$ cat config.mk
export PLATFORM = sky130hd
export DESIGN_NAME = axis_width_packer
export DESIGN_NICKNAME = d
export VERILOG_FILES = /design/src/rtl/axis_width_packer.sv
export SDC_FILE = /design/constraint.sdc
export NUM_CORES = 1
export LEC_CHECK = 0
export CELL_PAD_IN_SITES_DETAIL_PLACEMENT = 1
export CELL_PAD_IN_SITES_GLOBAL_PLACEMENT = 2
export CORE_ASPECT_RATIO = 0.5
export CORE_MARGIN = 4
export CORE_UTILIZATION = 35
export DETAILED_ROUTE_END_ITERATION = 12
export PLACE_DENSITY_LB_ADDON = 0.05
export SYNTH_ARGS = -nofsm -noshare
export SYNTH_HDL_FRONTEND = slang
export SYNTH_SLANG_ARGS = --single-unit
export TNS_END_PERCENT = 5
$ cat constraint.sdc
create_clock -name aclk -period 5.55 [get_ports aclk]
set_input_delay 1.3875 -clock aclk [delete_from_list [all_inputs] [get_ports aclk]]
set_output_delay 1.3875 -clock aclk [all_outputs]
set_load 0.01 [all_outputs]
$ cat src/rtl/axis_width_packer.sv
// axis_width_packer: packs N narrow AXI-Stream beats into one wide word with per-lane tkeep.
// Define AXIS_WIDTH_PACKER_TLAST_EN to let s_axis_tlast flush partial groups.
module axis_width_packer #(
  parameter int S_AXIS_TDATA_WIDTH = 32,
  parameter int RATIO = 4
) (
  input  logic                                aclk,
  input  logic                                aresetn,
  input  logic [15:0]                         cfg_data,
  input  logic [S_AXIS_TDATA_WIDTH-1:0]       s_axis_tdata,
  input  logic                                s_axis_tvalid,
  output logic                                s_axis_tready,
  input  logic                                s_axis_tlast,
  output logic [S_AXIS_TDATA_WIDTH*RATIO-1:0] m_axis_tdata,
  output logic [RATIO-1:0]                    m_axis_tkeep,
  output logic                                m_axis_tvalid,
  input  logic                                m_axis_tready,
  output logic                                m_axis_tlast
);
  localparam int S = S_AXIS_TDATA_WIDTH;
  localparam int M = S * RATIO;
  localparam int C = $clog2(RATIO);
  localparam logic [C-1:0] MAX_IDX = C'(RATIO - 1);
  logic [C-1:0] cnt, last_idx, cfg_idx, cur_last;
  logic [M-1:0] acc, word;
  logic [RATIO-1:0] keep;
  logic accept, flush, done;
`ifdef AXIS_WIDTH_PACKER_TLAST_EN
  assign flush = s_axis_tlast;
`else
  assign flush = s_axis_tlast & 1'b0;
`endif
  assign s_axis_tready = aresetn & (~m_axis_tvalid | m_axis_tready);
  assign accept = s_axis_tvalid & s_axis_tready;
  assign cfg_idx = (cfg_data > 16'(RATIO - 1)) ? MAX_IDX : cfg_data[C-1:0];
  // the first beat of a group uses live cfg; later beats use the latched group size
  assign cur_last = (cnt == '0) ? cfg_idx : last_idx;
  assign done = accept & ((cnt == cur_last) | flush);
  assign word = acc | (M'(s_axis_tdata) << (32'(cnt) * S));
  assign keep = {RATIO{1'b1}} >> (MAX_IDX - cnt);
  always_ff @(posedge aclk) begin
    if (!aresetn) begin
      cnt           <= '0;
      last_idx      <= '0;
      acc           <= '0;
      m_axis_tvalid <= 1'b0;
      m_axis_tdata  <= '0;
      m_axis_tkeep  <= '0;
      m_axis_tlast  <= 1'b0;
    end else begin
      if (accept && cnt == '0) last_idx <= cfg_idx;
      if (done) begin
        cnt           <= '0;
        acc           <= '0;
        m_axis_tdata  <= word;
        m_axis_tkeep  <= keep;
        m_axis_tlast  <= flush;
        m_axis_tvalid <= 1'b1;
      end else begin
        if (accept) begin
          cnt <= cnt + 1'b1;
          acc <= word;
        end
        if (m_axis_tready) m_axis_tvalid <= 1'b0;
      end
    end
  end
endmodule
# After elaboration in Yosys (flattened, before gate mapping)
# Index checks and enable logic that the tools add are counted.
# W data, S select, Z words.
op_classes:
  bitwise_logic: 7
  n_mul: 0
  n_eq_ne: 1
  shift: 2
  div: 0
  order_cmp: 1
  mux: 4
  addsub: 2
  n_reduce_logical: 4
ops:
  columns: ["operator", "count"]
  rows:
  - ["$or A128 B128 Y128", 1]
  - ["$shl A32 B7 Y128", 1]
  - ["$gt A16 B2 Y1 const B", 1]
  - ["$mux W2", 2]
  - ["$shr A4 B2 Y4 const A", 1]
  - ["$and A1 B1 Y1", 3]
  - ["$add A2 B1 Y2 const B", 1]
  - ["$eq A2 B2 Y1", 1]
  - ["$logic_not A2 Y1", 1]
  - ["$mux W1", 2]
  - ["$not A1 Y1", 2]
  - ["$reduce_bool A2 Y1", 1]
  - ["$reduce_or A2 Y1", 1]
  - ["$sub A2 B2 Y2 const A", 1]
  - ["$logic_and A1 B1 Y1", 1]
  - ["$or A1 B1 Y1", 1]
totals:
  latchBits: 0
  inputBits: 53
  reg_bits: 265
  memories: 0
  output_inout_bits: 135
  mem_bits_ro: 0
  word_cells: 27
  mem_bits_rw: 0

# Logic depth before layout (Yosys ltp)
logic_depth:
  word_depth: 6
  mapped_depth: 11

# Worst setup path after synthesis
# OpenSTA, ideal clock, no wires.
synth_timing:
  path_type: "input-to-output"
  from: "input m_axis_tready"
  to: "output s_axis_tready"
  t_arrival_ps: 1720
  slack_ps: 2442
  t_required_ps: 4163
  path_stages: 2
  path_cell_list: "nand2b_1 > and2_1"
synth_between:
  elab_chain_cells: 2
synth_rtl:
  columns: ["item", "line", "source"]
  rows:
  - ["from (decl)", "17", "input logic m_axis_tready,"]
  - ["$or A1 B1 Y1", "33", "assign s_axis_tready = aresetn & (~m_axis_tvalid | m_axis_tready);"]
  - ["$and A1 B1 Y1", "33", null]
  - ["to (decl)", "12", "output logic s_axis_tready,"]
# No other way between the ends.

# Worst setup path in the final report
# Same ends and word-level chain as after synthesis.

==> impl_metrics.ini <==
[critical_path]
cp_cell_sequence = clkdlybuf4s50_1 > nand2b_1 > and2_1 > clkdlybuf4s50_1
cp.required_ns = 4.16
crit_path_start_kind = input port
crit_path_max_fanout = 3
crit_type = in2out
path_common_cell = clkdlybuf4s50_1
arrival_ns = 2.71
slowest_stage = clkdlybuf4s50_1
cp_slowest_stage_delay_ns = 0.55
end_kind = output pin

[routing]
drcViolationCount = 0
first_pass_iters = 5
wl_per_cell_um = 18.9
ant_nets = 0
drt_iter0_markers = 360
wl_mm = 29.9
via_count = 8145
vias_per_cell = 5.15

[global_route]
grt_pass1_wl_mm = 47.4
met1_usage_pct = 23.6
overflow = 0
grtUsageTotal_pct = 18.2
grt.busiest_layer = met2
grt_use_met2_pct = 32.3
grt_pass1_vias = 8398
use_met3_pct = 3.25
antenna_found_initial = 0
grt_max_degree = 109

[logic_synthesis]
synthDistinctLibCells = 35
synthTopCellsByArea = dfxtp_1, mux2i_1, a21oi_1
post-synth-top-area-cell = dfxtp_1
synth.avg_cell_area_um2 = 9.49
ys_warn_count = 0
ys_seq_area_share_pct = 51.9
yosysTopAreaCellShare_pct = 51.9
syn_area_um2 = 10200
synthesis.nets = 1133
syn_inst = 1078
synth-seq-cells = 265

[finish]
n_antenna_cell = 0
final_cells = 1581
area_delta_synth_final_pct = 26.8
drive_gt1_share_pct = 5.67
fillCellCount = 3159
final_common_cell = dfxtp_1
layout_common_cells = dfxtp_1, a21oi_1, clkdlybuf4s50_1
nets = 1239

[timing]
grt_setup_unrepaired = false
period_share_pct = 73.8
skew_ns = 0.00896
setup_ws_ns = 1.45
worst_pin_slew_ns = 1.05
setup_viol = 0
final_hold_viol_count = 0
holdWs_ns = 0.459
slew_viol_final = 0
max_freq_mhz = 244
setup-tns-final_ns = 0
period_needed_ns = 4.10
slew_headroom_pct = 30.2

[power_and_ir_drop]
vdd_drop_max_v = 0.000197
powerDensity_nw_per_um2 = 300
leakage_uw = 0.00504

[cts]
post_cts_buffers = 0
cts_resized = 0
cts_tree = yes
worstSkewPairLatency_ns = 0.53
clock_sinks = 265
cts-root-buf = clkbuf_16
cts_hold_buf = 0
clk_path_buf_depth = 3
clk_pin_slew_ns = 0.06
h-tree-depth = 1
cts-buffers-inserted = 25

[place]
dp.cells = 1539
dp.final_hpwl_mm = 18.8
place_congestion = 0.763
numPortBuffers = 185
place_ws_ns = 1.18

[floorplan]
ios = 188
coreArea_um2 = 28200
die_area_um2 = 32200
rows = 43
fp.dieW_um = 250
initial_utilization_pct = 36.2
die_h_um = 129

[job]
drv_cap = 0

[min_path]
hold_path_class = reg2reg

[status]
status = finished clean
-- report_power, final --
group / leakage, uW / switching [uW] / total, uW / internal (uW)
Clock: 0.000381 / 732 / 1650 / 917
Sequential: 0.00214 / 19.9 / 1950 / 1930
Combinational: 0.00252 / 172 / 294 / 121
Total: 0.00504 / 924 / 3900 / 2970
-- stage by stage --
stage               total power (uW)  util, %  instance area (um^2)
floorplan                       2170        -                 10200
global placement                2290     43.2                 12200
detailed placement              2290     43.2                 12200
CTS                             3960     45.9                 13000
global route                    4060     45.9                 13000
finish                          3900     45.9                 13000
-- cell type report --
class / count / area [um^2] / area share, %
Multi-Input combinational cell: 691 / 4450 / 34.3
Tap cell: 382 / 478 / 3.68
Sequential cell: 265 / 5310 / 40.9
Inverter: 4 / 15.0 / 0.116
Clock inverter: 4 / 20.0 / 0.154
Clock buffer: 38 / 744 / 5.74
Timing Repair Buffer: 197 / 1970 / 15.2
-- routing by layer --
layer,part of all wire (%),vias up
met2,49,111
met3,3.2,38
met4,1.6,0
li1,-,3945
met5,0,-
met1,46,4051
-- worst max-delay path, delay by kind of cell --
kind	cells	cell delay [ns]
AND/OR/NAND/NOR	2	0.31
buffers and inverters	2	1.01
-- sequential cells by signal, summed over array words and instances, names as in the netlist --
signal / count
acc: 128
cnt: 2
last_idx: 2
m_axis_tdata: 128
m_axis_tkeep: 4
m_axis_tvalid: 1
-- cell families after synthesis --
logic type	synth area share (%)
flip-flops	51.9
buffers and inverters	5.41
AND/OR/NAND/NOR	16.2
other	0.0367
adder cells (fa/ha/maj)	0.245
XOR/XNOR	0.0856
multiplexers	12.8
AO/OA/AOI/OAI	13.4
-- path summary, 6_finish.rpt --
kind / start / to / slack, ns / cells past startpoint
min reg2reg: m_axis_tdata[67] / m_axis_tdata[67] / 0.46 / 2
max: m_axis_tready / s_axis_tready / 1.45 / 4
min: m_axis_tdata[67] / m_axis_tdata[67] / 0.46 / 2
max reg2reg: cnt[0] / acc[8] / 2.12 / 8
-- cell usage after synthesis --
cell type / count
a21oi_1: 257
nand3_1: 1
nor3b_1: 129
conb_1: 1
o211ai_1: 2
nand4_1: 3
nor3_1: 4
buf_6: 8
o22a_1: 1
o21a_1: 1
clkbuf_2: 3
dfxtp_1: 265
or3_1: 1
nor4b_1: 2
mux2_2: 1
o221a_2: 2
nor4_2: 3
and2_1: 2
nor2_1: 6
a211oi_2: 1
o22ai_1: 1
xnor2_1: 1
buf_4: 1
nand2b_1: 1
and3_1: 4
nor4b_2: 1
ha_1: 2
nand2_1: 132
clkbuf_1: 67
mux2i_1: 130
inv_1: 4
buf_1: 17
or2_2: 1
buf_2: 22
a21boi_1: 1
Note: power is estimated with default switching activity, not from simulation.
